--- config.mk ---
export PLATFORM = sky130hd
export DESIGN_NAME = piso_arb_ctrl_flat
export DESIGN_NICKNAME = d
export VERILOG_FILES = /design/src/rtl/piso_arb_ctrl_if.sv /design/src/rtl/piso_arb_ctrl.sv /design/src/flat_wrapper.sv
export SDC_FILE = /design/constraint.sdc
export NUM_CORES = 1
export LEC_CHECK = 0
export ABC_AREA = 1
export BUFFER_PORTS_ARGS = -buffer_cell sky130_fd_sc_hd__buf_2
export CAP_MARGIN = 20
export CORE_MARGIN = 4
export CORE_UTILIZATION = 25
export DETAILED_ROUTE_END_ITERATION = 16
export PLACE_DENSITY = 0.48
export SLEW_MARGIN = 5
export SYNTH_ARGS = -nofsm -noshare
export SYNTH_HDL_FRONTEND = slang
export SYNTH_SLANG_ARGS = --single-unit
--- constraint.sdc ---
create_clock -name clk -period 2.2 [get_ports clk]
set_input_delay 0.11 -clock clk [delete_from_list [all_inputs] [get_ports clk]]
set_output_delay 0.11 -clock clk [all_outputs]
set_load 0.01 [all_outputs]
--- src/rtl/piso_arb_ctrl_if.sv ---
// Producer/serial-line bundle for piso_arb_ctrl; master drives requests, slave is the serializer.
interface piso_arb_ctrl_if #(
  parameter int WIDTH = 4
);
  logic             req0_valid;
  logic [WIDTH-1:0] req0_data;
  logic             req0_ready;
  logic             req1_valid;
  logic [WIDTH-1:0] req1_data;
  logic             req1_ready;
  logic             sout;
  logic             sout_valid;
  logic             sout_first;
  logic             sout_last;
  logic             sout_src;
  logic             busy;

  modport master (
    output req0_valid, req0_data, req1_valid, req1_data,
    input  req0_ready, req1_ready, sout, sout_valid, sout_first, sout_last, sout_src, busy
  );

  modport slave (
    input  req0_valid, req0_data, req1_valid, req1_data,
    output req0_ready, req1_ready, sout, sout_valid, sout_first, sout_last, sout_src, busy
  );
endinterface

--- src/rtl/piso_arb_ctrl.sv ---
// Round-robin two-producer serializer: first bit one cycle after accept, MSB-first, then GAP_CYCLES idle.
// Backpressure: ready only in IDLE for the granted requester; producers hold valid/data until accepted.
module piso_arb_ctrl #(
  parameter int WIDTH      = 4,
  parameter int GAP_CYCLES = 1
) (
  input logic        clk,
  input logic        rst,
  piso_arb_ctrl_if.slave bus
);
  localparam int CW = $clog2(WIDTH);

  localparam logic [1:0] IDLE  = 2'd0;
  localparam logic [1:0] SHIFT = 2'd1;
  localparam logic [1:0] GAP   = 2'd2;

  logic [1:0]       state;
  logic [WIDTH-1:0] shreg;
  logic [CW-1:0]    bit_cnt;
  logic [3:0]       gap_cnt;
  logic             pref;
  logic             grant;
  logic             accept;
  logic [WIDTH-1:0] acc_data;
  logic             sout_q;
  logic             vld_q;
  logic             first_q;
  logic             last_q;
  logic             src_q;

  // pref=1 means requester 1 wins a tie; it flips to the loser on every accept
  always_comb begin
    grant    = bus.req1_valid && (!bus.req0_valid || pref);
    accept   = !rst && (state == IDLE) && (bus.req0_valid || bus.req1_valid);
    acc_data = grant ? bus.req1_data : bus.req0_data;
  end

  assign bus.req0_ready = accept && !grant;
  assign bus.req1_ready = accept && grant;

  always_ff @(posedge clk) begin
    if (rst) begin
      state   <= IDLE;
      shreg   <= '0;
      bit_cnt <= '0;
      gap_cnt <= '0;
      pref    <= 1'b0;
      sout_q  <= 1'b0;
      vld_q   <= 1'b0;
      first_q <= 1'b0;
      last_q  <= 1'b0;
      src_q   <= 1'b0;
    end else begin
      case (state)
        IDLE: begin
          if (accept) begin
            state   <= SHIFT;
            shreg   <= acc_data << 1;
            sout_q  <= acc_data[WIDTH-1];
            vld_q   <= 1'b1;
            first_q <= 1'b1;
            last_q  <= 1'b0;
            src_q   <= grant;
            bit_cnt <= '0;
            pref    <= !grant;
          end
        end
        SHIFT: begin
          first_q <= 1'b0;
          // bit_cnt tracks the bit currently on sout
          if (bit_cnt == CW'(WIDTH-1)) begin
            sout_q  <= 1'b0;
            vld_q   <= 1'b0;
            last_q  <= 1'b0;
            bit_cnt <= '0;
            gap_cnt <= '0;
            state   <= (GAP_CYCLES > 0) ? GAP : IDLE;
          end else begin
            bit_cnt <= bit_cnt + 1'b1;
            sout_q  <= shreg[WIDTH-1];
            shreg   <= shreg << 1;
            last_q  <= (bit_cnt == CW'(WIDTH-2));
          end
        end
        GAP: begin
          if (gap_cnt == 4'(GAP_CYCLES-1)) begin
            state <= IDLE;
          end else begin
            gap_cnt <= gap_cnt + 4'd1;
          end
        end
        default: state <= IDLE;
      endcase
    end
  end

  assign bus.sout       = sout_q;
  assign bus.sout_valid = vld_q;
  assign bus.sout_first = first_q;
  assign bus.sout_last  = last_q;
  assign bus.sout_src   = src_q;
  assign bus.busy       = (state != IDLE);
endmodule

--- src/flat_wrapper.sv ---
// flat-port wrapper written by rule: the top's interface ports become plain ports
module piso_arb_ctrl_flat 
#(
  parameter int WIDTH      = 4,
  parameter int GAP_CYCLES = 1
)
  (clk, rst, bus_req0_valid, bus_req0_data, bus_req1_valid, bus_req1_data, bus_req0_ready, bus_req1_ready, bus_sout, bus_sout_valid, bus_sout_first, bus_sout_last, bus_sout_src, bus_busy);
  piso_arb_ctrl_if #(.WIDTH(WIDTH)) bus_i ();
  input logic clk;
  input logic rst;
  input wire logic [$bits(bus_i.req0_valid)-1:0] bus_req0_valid;
  input wire logic [$bits(bus_i.req0_data)-1:0] bus_req0_data;
  input wire logic [$bits(bus_i.req1_valid)-1:0] bus_req1_valid;
  input wire logic [$bits(bus_i.req1_data)-1:0] bus_req1_data;
  output wire logic [$bits(bus_i.req0_ready)-1:0] bus_req0_ready;
  output wire logic [$bits(bus_i.req1_ready)-1:0] bus_req1_ready;
  output wire logic [$bits(bus_i.sout)-1:0] bus_sout;
  output wire logic [$bits(bus_i.sout_valid)-1:0] bus_sout_valid;
  output wire logic [$bits(bus_i.sout_first)-1:0] bus_sout_first;
  output wire logic [$bits(bus_i.sout_last)-1:0] bus_sout_last;
  output wire logic [$bits(bus_i.sout_src)-1:0] bus_sout_src;
  output wire logic [$bits(bus_i.busy)-1:0] bus_busy;
  assign bus_i.req0_valid = bus_req0_valid;
  assign bus_i.req0_data = bus_req0_data;
  assign bus_i.req1_valid = bus_req1_valid;
  assign bus_i.req1_data = bus_req1_data;
  assign bus_req0_ready = bus_i.req0_ready;
  assign bus_req1_ready = bus_i.req1_ready;
  assign bus_sout = bus_i.sout;
  assign bus_sout_valid = bus_i.sout_valid;
  assign bus_sout_first = bus_i.sout_first;
  assign bus_sout_last = bus_i.sout_last;
  assign bus_sout_src = bus_i.sout_src;
  assign bus_busy = bus_i.busy;
  piso_arb_ctrl #(.WIDTH(WIDTH), .GAP_CYCLES(GAP_CYCLES)) u_core (.clk(clk), .rst(rst), .bus(bus_i));
endmodule
==> results.py, run 1 <==
metrics = {
    "logic_synthesis": {
        "post-synth-top-area-fraction": 0.351,
        "synth-edff-count": 0,
        "seq_area_frac_synth": 0.351,
        "synth.cell_area_sq_um": 971,
        "synth.ff_latch_count": 17,
        "netlist-cell-type-count": 25,
        "synth.largest_area_cell": "sky130_fd_sc_hd__dfxtp_1",
        "netlist_top_cells_area": "sky130_fd_sc_hd__dfxtp_1 (35%), sky130_fd_sc_hd__nand2_1 (8.5%), sky130_fd_sc_hd__inv_1 (7.7%)",
        "syn_inst": 136,
        "ys_dominant_reg_cell": "sky130_fd_sc_hd__dfxtp_1",
        "yosys_warnings": 0,
        "postSynthAreaPerCell_sq_um": 7.14,
        "synth.net_count": 152,
        "async_reset_ff_frac": 0,
    },
    "placement": {
        "dpl.cell_count": 198,
        "place_hpwl_mm": 1.61,
        "place.gp.congestion": 0.748,
        "placement.io_buffers": 19,
    },
    "run_status": {
        "outcome": "complete, no violations",
    },
    "sta": {
        "timing_hold_violations_final": 0,
        "final_cycle_utilization_of_the_critical_path": 0.696,
        "setup-tns-final_ns": 0,
        "rsz0062_at_grt": "false",
        "worstMarginPinSlew_ns": 0.442,
        "maxSlewHeadroom": 0.705,
        "number_of_slew_limit_violations_in_the_final_report": 0,
        "final_critical_delay_including_setup_and_external_delays_ns": 1.53,
        "setup_violations": 0,
        "max_freq_mhz": 653,
        "final.setup_skew_ns": 0.00325,
    },
    "cts": {
        "cts.sinks": 17,
        "clockRootBuffer": "sky130_fd_sc_hd__clkbuf_8",
        "cts-buffers-inserted": 3,
        "cts-root-to-sink-buffers": 2,
        "post_cts_hold_buffer_count": 0,
        "worst_setup_hold_path_clk_slew_ns": 0.06,
        "ctsHtreeMaxLevel": 1,
        "quantity_of_gates_resized_following_cts": 0,
        "tritoncts_clock_tree": "built",
        "clk-insertion-delay-late_ns": 0.25,
        "cts.repair_timing.setup_buffer_count": 0,
    },
    "power_and_ir_drop": {
        "p_switching_w": 0.000197,
        "power.internal_w": 0.000508,
        "pwr-share-comb": 0.185,
        "leakage_nw": 0.548,
        "power_density_mw_per_mm2": 625,
        "netSwitchingFraction": 0.280,
        "max-vdd-ir-drop_v": 0.000319,
        "share_seq_of_total_power": 0.484,
        "clk_network_pwr_share": 0.331,
    },
    "global_route": {
        "globalRouteTotalUtil": 0.0909,
        "grt_antenna_before_repair": 0,
        "grt_overflow": 0,
        "grt_pass1_vias": 868,
        "wire_length_of_the_first_global_routing_pass_mm": 3.68,
        "grt_start_max_net_pins": 18,
    },
    "die": {
        "die_width_um": 70.3,
        "placement_rows": 22,
        "initial_core_util": 0.261,
        "die_h_um": 70.3,
        "top_level_port_count": 20,
        "core-area_sq_mm": 0.00372,
        "design.die.area_sq_mm": 0.00494,
    },
    "worst_setup_path": {
        "data_arrival_time_at_the_worst_slack_endpoint_ns": 1.42,
        "worst_setup_path_end_kind": "output port",
        "crit-reg2reg-launch": "u_core.state[0]$_SDFFE_PP0P_",
        "worstSetupStartpoint": "u_core.state[0]$_SDFFE_PP0P_",
        "top_delay_family_on_crit_path": "simple AND/OR/NAND/NOR gates",
        "cp_cell_sequence": "nor2_1 > nand3_4 > nor2_1 > buf_2",
        "crit_buf_inv": 1,
        "cpMostUsedCell": "sky130_fd_sc_hd__nor2_1",
        "timing.critical_path.required_ns": 2.09,
        "critical-path-slowest-cell": "sky130_fd_sc_hd__dfxtp_1",
        "worstSetupStartpointType": "flop",
        "critical-path-max-stage-delay_ns": 0.34,
        "critical_path_peak_fanout": 17,
        "critical_path_class": "flop to output port",
    },
    "route": {
        "wl_mm": 2.04,
        "wl_per_cell_um": 10.1,
        "vias": 892,
        "ant_nets": 0,
        "post_drt_via_cell_ratio": 4.42,
        "drt_iter0_markers": 21,
        "route.detailed.drc": 0,
        "drt_pass1_iterations": 4,
    },
    "cells_and_area": {
        "num-nets-final": 171,
        "layout-drive-gt1-share": 0.247,
        "synthToLayoutAreaGrowth_pct": 16.2,
        "antennaDiodeCount": 0,
        "layout.cells.non_filler": 202,
    },
    "flow_run": {
        "cap_viol_max_count": 0,
    },
    "min_path": {
        "hold_path.startpoint": "rst",
        "timing.hold.worst.class": "primary input to flop",
    },
}
routing by layer:
layer	track usage	part of all wire
met3	0.0331	0.049
met2	0.150	0.46
met4	0.0319	0.012
met1	0.108	0.48
met5	0	0
sequential cells by signal, indices dropped and copies added (netlist names):
name                   count
u_core.bus.sout_last       1
u_core.state               2
u_core.shreg               3
u_core.bus.sout            1
u_core.bit_cnt             2
u_core.bus.sout_src        1
u_core.bus.sout_valid      1
u_core.bus.sout_first      1
u_core.gap_cnt             4
u_core.pref                1
final cells by class:
class                      count  area (sq um)
tap                           48          60.1
inverter                      22          83.8
fill                         431          2590
sequential                    17           340
clock buffer                   4          45.0
timing repair buffer          19          95.1
multi-input combinational     92           504
cell usage in the layout, fill, tap and decap left out, types with 3 or more instances in the layout:
| cell type | instances |
|---|---|
| sky130_fd_sc_hd__nand3_1 | 15 |
| sky130_fd_sc_hd__inv_1 | 20 |
| sky130_fd_sc_hd__o21ai_2 | 3 |
| sky130_fd_sc_hd__nand2_2 | 4 |
| sky130_fd_sc_hd__nor2_1 | 17 |
| sky130_fd_sc_hd__dfxtp_1 | 17 |
| sky130_fd_sc_hd__ha_1 | 4 |
| sky130_fd_sc_hd__nand2_1 | 22 |
| sky130_fd_sc_hd__a21oi_1 | 11 |
| sky130_fd_sc_hd__buf_2 | 19 |
| sky130_fd_sc_hd__clkbuf_8 | 3 |
path summary, 6_finish.rpt:
kind,endpoint,depth (start not counted),slack [ns]
worst max-delay path,bus_req1_ready,4,0.67
worst min-delay path,u_core.gap_cnt[2]$_SDFFE_PP0P_,2,0.13
worst max register to register,u_core.bus.sout$_SDFFE_PP0P_,6,0.87
worst min register to register,u_core.bus.sout_valid$_SDFFE_PP0P_,2,0.46
per-stage QoR:
step	cell area (sq um)	setup slack (ns)	hold slack, ns	utilization	total power [W]
after floorplan	971	1.08	0.316	-	0.000448
after global placement	1080	0.893	0.395	0.292	0.000479
after detailed placement	1080	0.866	0.391	0.292	0.000481
after CTS	1130	0.647	0.124	0.304	0.000718
after global routing	1130	0.539	0.145	0.304	0.000752
final	1130	0.669	0.127	0.304	0.000705
power by group through the flow:
stage | registers [W] | clock network (W) | logic, W
final | 0.000341 | 0.000234 | 0.000130
after global routing | 0.000344 | 0.000258 | 0.000150
after CTS | 0.000342 | 0.000243 | 0.000133
after detailed placement | 0.000349 | 0 | 0.000132
after global placement | 0.000349 | 0 | 0.000131
after floorplan | 0.000351 | 0 | 0.0000969
cells by family (layout without fill, tap and decap cells):
kind of cell	count (synthesis)	in the layout	synth area share
flops	17	17	0.351
buf+inv	27	45	0.130
compound gates	19	19	0.119
fa+ha+maj	4	4	0.0515
xor+xnor	1	1	0.00902
simple gates	68	68	0.340
worst register-to-register path, cell delays in order (launching register included):
cell and delay [ns]:
sky130_fd_sc_hd__dfxtp_1 0.34, sky130_fd_sc_hd__nor2_1 0.28, sky130_fd_sc_hd__nand3_4 0.26, sky130_fd_sc_hd__nand2_2 0.15
sky130_fd_sc_hd__nand2_1 0.06, sky130_fd_sc_hd__nor2_1 0.09, sky130_fd_sc_hd__nor2_1 0.04
Yosys cell counts (2+ instances only):
| library cell | n |
|---|---|
| sky130_fd_sc_hd__a21oi_1 | 11 |
| sky130_fd_sc_hd__nand3_1 | 15 |
| sky130_fd_sc_hd__inv_1 | 20 |
| sky130_fd_sc_hd__ha_1 | 4 |
| sky130_fd_sc_hd__nor2_2 | 2 |
| sky130_fd_sc_hd__nand4_1 | 2 |
| sky130_fd_sc_hd__nand2_1 | 22 |
| sky130_fd_sc_hd__o21ai_2 | 3 |
| sky130_fd_sc_hd__nand3b_1 | 2 |
| sky130_fd_sc_hd__nand3_2 | 2 |
| sky130_fd_sc_hd__nand2_2 | 4 |
| sky130_fd_sc_hd__buf_6 | 2 |
| sky130_fd_sc_hd__buf_4 | 2 |
| sky130_fd_sc_hd__o21ai_0 | 2 |
| sky130_fd_sc_hd__nor2_1 | 17 |
| sky130_fd_sc_hd__dfxtp_1 | 17 |
(Power assumes the default switching activity.)
==> inputs of run 2 (changes only) <==
Settings changed: ABC_AREA 1 to 0, PLACE_DENSITY 0.48 to 0.49.
Clock period 2.2 ns to 1.3 ns, I/O delays scaled along.
==> run 2 against run 1 <==
Against the previous run:
- the flow now finishes with violations (setup timing)
- via count is 5.6% higher
- critical path depth is 1 lower
- clock power is 25% higher
- worst setup slack worse by 0.89 ns
- clock skew is 0.0084 ns higher
- critical path type unchanged
- highest routed layer unchanged
==> results.py, run 2 <==
metrics = {
    "cts": {
        "clk-insertion-delay-late_ns": 0.30,
        "worst_setup_hold_path_clk_slew_ns": 0.11,
        "tritoncts_clock_tree": "built",
        "clockRootBuffer": "sky130_fd_sc_hd__clkbuf_4",
        "cts-buffers-inserted": 3,
        "ctsHtreeMaxLevel": 1,
        "cts.sinks": 17,
        "cts-root-to-sink-buffers": 2,
        "post_cts_hold_buffer_count": 0,
    },
    "cells_and_area": {
        "layout.cell_area.non_filler_sq_mm": 0.00151,
        "reg_top3": "u_core.gap_cnt x4, u_core.shreg x3",
        "antennaDiodeCount": 0,
        "num-nets-final": 173,
        "most-common-layout-cells": "sky130_fd_sc_hd__buf_4 (19), sky130_fd_sc_hd__buf_2 (18), sky130_fd_sc_hd__dfxtp_1 (13)",
        "final_util": 0.442,
        "mostFrequentLayoutCell": "sky130_fd_sc_hd__buf_4",
        "registers.top_by_ff_count": "u_core.gap_cnt",
        "layout-drive-gt1-share": 0.583,
        "largest_register_ff_count": 4,
        "synthToLayoutAreaGrowth_pct": 66.0,
    },
    "route": {
        "drt_pass1_iterations": 4,
        "vias": 942,
        "drt_iter0_markers": 24,
        "ant_nets": 0,
        "wl_mm": 2.62,
        "wl_per_cell_um": 13.0,
        "post_drt_via_cell_ratio": 4.66,
        "route.detailed.drc": 0,
    },
    "logic_synthesis": {
        "netlist_top_cells_area": "sky130_fd_sc_hd__dfxtp_1 (37%), sky130_fd_sc_hd__ha_1 (5.5%), sky130_fd_sc_hd__nand2_1 (5.0%)",
        "synth.net_count": 124,
        "synth_common_cells": "sky130_fd_sc_hd__dfxtp_1 (17), sky130_fd_sc_hd__nand2_1 (12), sky130_fd_sc_hd__inv_1 (9), sky130_fd_sc_hd__nor2_1 (9), sky130_fd_sc_hd__a21oi_1 (6)",
        "synth_most_common_cell": "sky130_fd_sc_hd__dfxtp_1",
        "async_reset_ff_frac": 0,
        "seq_area_frac_synth": 0.374,
        "synth.largest_area_cell": "sky130_fd_sc_hd__dfxtp_1",
        "postSynthAreaPerCell_sq_um": 8.42,
        "yosys_warnings": 0,
        "ys_dominant_reg_cell": "sky130_fd_sc_hd__dfxtp_1",
        "syn_inst": 108,
        "post-synth-top-area-fraction": 0.374,
        "synth.cell_area_sq_um": 910,
        "netlist-cell-type-count": 36,
        "synth.ff_latch_count": 17,
        "synth-edff-count": 0,
    },
    "placement": {
        "place_ws_ns": -0.192,
        "placement.io_buffers": 19,
        "dpl_cell_area_sq_mm": 0.00117,
        "place_hpwl_mm": 1.73,
        "place.gp.congestion": 0.719,
    },
    "worst_setup_path": {
        "critical_path_peak_fanout": 2,
        "crit_buf_inv": 1,
        "worst_setup_path_end_kind": "output port",
        "critical-path-max-stage-delay_ns": 0.57,
        "top_delay_family_on_crit_path": "simple AND/OR/NAND/NOR gates",
        "critical-path-slowest-cell": "sky130_fd_sc_hd__or4_4",
        "reg2reg_slack_ns": -0.16,
        "critical_path_depth_in_cells": 3,
        "data_arrival_time_at_the_worst_slack_endpoint_ns": 1.46,
        "worstSetupStartpointType": "flop",
        "worstSetupStartpoint": "u_core.state[0]$_SDFFE_PP0P_",
        "crit-reg2reg-launch": "u_core.gap_cnt[1]$_SDFFE_PP0P_",
        "cp_cell_sequence": "or4_4 > nor2_4 > buf_6",
        "timing.critical_path.required_ns": 1.24,
        "cp-endpoint": "bus_req0_ready",
        "worstRegToRegCells": 6,
        "critical_path_class": "flop to output port",
        "timing.rr.end": "u_core.gap_cnt[2]$_SDFFE_PP0P_",
    },
    "sta": {
        "post-route-worst-setup-slack_ns": -0.225,
        "worst_hold_slack_ns": 0.0758,
        "final.setup_skew_ns": 0.0116,
        "setup_violations": 13,
        "worstMarginPinSlew_ns": 0.256,
        "final_cycle_utilization_of_the_critical_path": 1.17,
        "timing_hold_violations_final": 0,
        "setup-tns-final_ns": -1.19,
        "number_of_slew_limit_violations_in_the_final_report": 0,
        "final_critical_delay_including_setup_and_external_delays_ns": 1.53,
        "max_freq_mhz": 656,
        "rsz0062_at_grt": "true",
        "maxSlewHeadroom": 0.827,
    },
    "flow_run": {
        "cap_viol_max_count": 0,
    },
    "global_route": {
        "grt_overflow": 0,
        "grt_antenna_before_repair": 0,
        "wire_length_of_the_first_global_routing_pass_mm": 4.04,
        "grt_start_max_net_pins": 12,
        "grt_pass1_vias": 946,
        "globalRouteTotalUtil": 0.114,
    },
    "die": {
        "placement_rows": 21,
        "design.die.area_sq_mm": 0.00467,
        "initial_core_util": 0.266,
        "die_width_um": 68.3,
        "top_level_port_count": 20,
        "core-area_sq_mm": 0.00342,
        "die_h_um": 68.3,
    },
    "power_and_ir_drop": {
        "power_density_mw_per_mm2": 780,
        "max-vdd-ir-drop_v": 0.000425,
        "leakage_nw": 0.649,
    },
    "run_status": {
        "outcome": "finished with violations",
        "violated_checks": "setup timing",
    },
    "min_path": {
        "timing.hold.worst.class": "primary input to flop",
    },
}
==> run 2: worst reg2reg max path, delay by kind of cell (launching register included) <==
family,cells,cell delay [ns]
simple gates,3,0.71
flops,1,0.36
compound gates,1,0.17
fa+ha+maj,1,0.14
buf+inv,1,0.05
==> run 2: cell families after synthesis <==
| logic type | Yosys count | share of synthesized area |
|---|---|---|
| flops | 17 | 0.374 |
| mux | 1 | 0.0110 |
| simple gates | 46 | 0.272 |
| compound gates | 26 | 0.217 |
| fa+ha+maj | 4 | 0.0550 |
| buf+inv | 14 | 0.0701 |
==> run 2: cell type report <==
type	instances	area [sq um]
repair buffers	49	377
clock inverters	1	5.00
well taps	46	57.6
clock buffers	3	22.5
fillers	345	1910
inverters	9	33.8
multi-input cells	77	669
flip-flops and latches	17	345
==> run 2: where the power goes <==
| part | switching [W] | total (W) | internal [W] |
|---|---|---|---|
| sequential | 0.0000156 | 0.000568 | 0.000552 |
| combinational | 0.000154 | 0.000318 | 0.000165 |
| clock | 0.000178 | 0.000292 | 0.000115 |
==> run 2: repair_timing <==
item / CTS / global route
setup endpoints to repair: 10 / 17
gates cloned: 0 / 0
setup buffers: 11 / 6
gates resized for setup: 14 / 37
pin swaps: 10 / 12
==> run 2: routing by layer <==
metal	global-route usage	share of wire	up-vias
met3	0.0394	0.051	4
met4	0.0298	0.013	0
met1	0.139	0.44	438
li1	-	-	476
met2	0.191	0.49	24
met5	0	0	-
==> run 2: per-stage QoR <==
stage	std cells	total power, W
6_report	202	0.00118
5_1_grt	202	0.00124
4_1_cts	199	0.00112
3_5_place_dp	184	0.000794
3_3_place_gp	184	0.000790
2_1_floorplan	108	0.000704
==> run 2: worst min path at each step <==
stage                                 from                           end  depth (start not counted)
after floorplan           bus_req0_data[0]  u_core.shreg[1]$_SDFFE_PP0P_                          2
after global placement    bus_req0_data[0]  u_core.shreg[1]$_SDFFE_PP0P_                          3
after detailed placement  bus_req1_data[0]  u_core.shreg[1]$_SDFFE_PP0P_                          3
after CTS                 bus_req1_data[0]  u_core.shreg[1]$_SDFFE_PP0P_                          3
after global routing      bus_req1_data[0]  u_core.shreg[1]$_SDFFE_PP0P_                          3
final                     bus_req1_data[0]  u_core.shreg[1]$_SDFFE_PP0P_                          3
==> inputs of run 3 (changes only) <==
Settings changed: PLACE_DENSITY 0.49 to 0.48.
Clock period 1.3 ns to 1.6 ns, I/O delays scaled along.
==> run 3 against run 2 <==
Against the previous run:
- critical endpoint unchanged
- critical path type unchanged
- combinational power is 51% lower
- core utilization is 12 points lower
- sequential share of layout area is 8.1 points higher
- the flow now finishes without violations
==> results.py, run 3 (synthesized netlist as in run 2, its figures left out) <==
metrics = {
    "run_status": {
        "outcome": "complete, no violations",
    },
    "worst_setup_path": {
        "worstSetupStartpoint": "u_core.state[0]$_SDFFE_PP0P_",
        "crit_buf_inv": 1,
        "top_delay_family_on_crit_path": "simple AND/OR/NAND/NOR gates",
        "worst_setup_path_end_kind": "output port",
        "cp_cell_sequence": "or4_4 > nor2_4 > buf_2",
        "crit-reg2reg-launch": "u_core.gap_cnt[0]$_SDFFE_PP0P_",
        "worstSetupStartpointType": "flop",
        "critical-path-slowest-cell": "sky130_fd_sc_hd__or4_4",
        "timing.critical_path.required_ns": 1.52,
        "critical_path_peak_fanout": 4,
        "data_arrival_time_at_the_worst_slack_endpoint_ns": 1.47,
        "critical_path_class": "flop to output port",
        "critical-path-max-stage-delay_ns": 0.57,
    },
    "die": {
        "placement_rows": 21,
        "die_width_um": 68.3,
        "design.die.area_sq_mm": 0.00467,
        "top_level_port_count": 20,
        "die_h_um": 68.3,
        "initial_core_util": 0.266,
        "core-area_sq_mm": 0.00342,
    },
    "sta": {
        "number_of_slew_limit_violations_in_the_final_report": 0,
        "max_freq_mhz": 646,
        "final.setup_skew_ns": 0.0132,
        "final_cycle_utilization_of_the_critical_path": 0.968,
        "setup-tns-final_ns": 0,
        "maxSlewHeadroom": 0.750,
        "rsz0062_at_grt": "false",
        "worstMarginPinSlew_ns": 0.373,
        "final_critical_delay_including_setup_and_external_delays_ns": 1.55,
        "timing_hold_violations_final": 0,
        "setup_violations": 0,
    },
    "global_route": {
        "grt_pass1_vias": 767,
        "globalRouteTotalUtil": 0.0926,
        "grt_overflow": 0,
        "grt_antenna_before_repair": 0,
        "wire_length_of_the_first_global_routing_pass_mm": 3.35,
        "grt_start_max_net_pins": 17,
    },
    "power_and_ir_drop": {
        "netSwitchingFraction": 0.282,
        "pwr-share-comb": 0.183,
        "p_switching_w": 0.000240,
        "power_density_mw_per_mm2": 763,
        "max-vdd-ir-drop_v": 0.000397,
        "share_seq_of_total_power": 0.543,
        "power.internal_w": 0.000611,
        "clk_network_pwr_share": 0.274,
        "leakage_nw": 0.482,
    },
    "cells_and_area": {
        "most-common-layout-cells": "sky130_fd_sc_hd__buf_2 (19), sky130_fd_sc_hd__dfxtp_1 (13), sky130_fd_sc_hd__nand2_1 (12)",
        "area.sequential_sq_um": 345,
        "mostFrequentLayoutCell": "sky130_fd_sc_hd__buf_2",
        "antennaDiodeCount": 0,
        "reg_top3": "u_core.gap_cnt x4, u_core.shreg x3",
        "final_util": 0.327,
        "largest_register_ff_count": 4,
        "final.fill_count": 389,
        "total_area_of_multi_input_combinational_cells_sq_um": 512,
        "layout-drive-gt1-share": 0.295,
        "num-nets-final": 149,
        "registers.top_by_ff_count": "u_core.gap_cnt",
        "layout.cell_area.non_filler_sq_mm": 0.00112,
        "layout.cells.non_filler": 178,
        "synthToLayoutAreaGrowth_pct": 22.7,
    },
    "route": {
        "vias": 820,
        "wl_per_cell_um": 11.5,
        "wl_mm": 2.04,
        "drt_iter0_markers": 38,
        "dr_wl_met2_um": 884,
        "wl_met3_um": 124,
        "drt-met1-wl_mm": 1.03,
        "drt_pass1_iterations": 4,
        "route.detailed.drc": 0,
        "ant_nets": 0,
        "top_layer": "met4",
        "post_drt_via_cell_ratio": 4.61,
    },
    "cts": {
        "clk-insertion-delay-late_ns": 0.29,
        "clockRootBuffer": "sky130_fd_sc_hd__clkbuf_4",
        "tritoncts_clock_tree": "built",
        "worst_setup_hold_path_clk_slew_ns": 0.11,
        "cts-buffers-inserted": 3,
        "ctsHtreeMaxLevel": 1,
        "cts.sinks": 17,
        "cts-root-to-sink-buffers": 2,
    },
    "flow_run": {
        "cap_viol_max_count": 0,
    },
    "placement": {
        "placement.io_buffers": 19,
        "place_hpwl_mm": 1.54,
        "place.gp.congestion": 0.727,
        "dpl.cell_count": 172,
        "dpl_cell_area_sq_mm": 0.00106,
    },
    "min_path": {
        "timing.hold.worst.class": "primary input to flop",
        "hold_path.startpoint": "bus_req0_data[0]",
    },
}
run 3: cell count changes in the layout (fill, tap and decap cells not counted), sizes merged:
cell	previous run	this run
buf	49	25
run 3: repair_timing:
item	in CTS	in global routing
endpoints found under the setup margin	1	5
endpoints found under the hold margin	0	0
setup buffers	1	1
pin swaps	1	0
gates resized for setup	1	5
hold buffers	0	0
run 3: metal layers:
metal / track usage / up-vias
met5: 0 / -
met3: 0.0328 / 2
li1: - / 429
met2: 0.143 / 20
met4: 0.00744 / 0
met1: 0.128 / 369
run 3: path summary, 6_finish.rpt:
| kind | to | slack (ns) | depth (start not counted) |
|---|---|---|---|
| max | bus_req0_ready | 0.05 | 3 |
| min reg2reg | u_core.bus.sout_valid$_SDFFE_PP0P_ | 0.44 | 2 |
| max reg2reg | u_core.gap_cnt[2]$_SDFFE_PP0P_ | 0.09 | 6 |
| min | u_core.shreg[1]$_SDFFE_PP0P_ | 0.08 | 3 |
run 3: power groups by stage:
stage / sequential, W / clock [W] / combinational [W]
2_1_floorplan: 0.000475 / 0 / 0.0000959
3_3_place_gp: 0.000471 / 0 / 0.000150
4_1_cts: 0.000462 / 0.000242 / 0.000157
3_5_place_dp: 0.000472 / 0 / 0.000152
5_1_grt: 0.000466 / 0.000257 / 0.000174
6_report: 0.000462 / 0.000233 / 0.000156
run 3: worst reg2reg max path: cells and delay by family, from the launching register on:
family | cells | cell delay (ns)
flops | 1 | 0.35
buf+inv | 1 | 0.04
compound gates | 1 | 0.19
fa+ha+maj | 1 | 0.18
simple gates | 3 | 0.70
run 3: final cells by class:
class                      instances  share of cell area
multi-input combinational         77               0.459
sequential                        17               0.309
timing repair buffer              25               0.126
tap                               46              0.0516
inverter                           9              0.0303
clock buffer                       3              0.0202
clock inverter                     1             0.00448
run 3: metrics by stage:
stage | hold WS, ns | worst slack, ns | total power [W]
floorplan | 0.266 | 0.107 | 0.000571
detailed placement | 0.378 | 0.0553 | 0.000623
global placement | 0.376 | 0.111 | 0.000622
CTS | 0.0805 | 0.0273 | 0.000862
finish | 0.0753 | 0.0511 | 0.000852
global route | 0.111 | 0.00186 | 0.000898
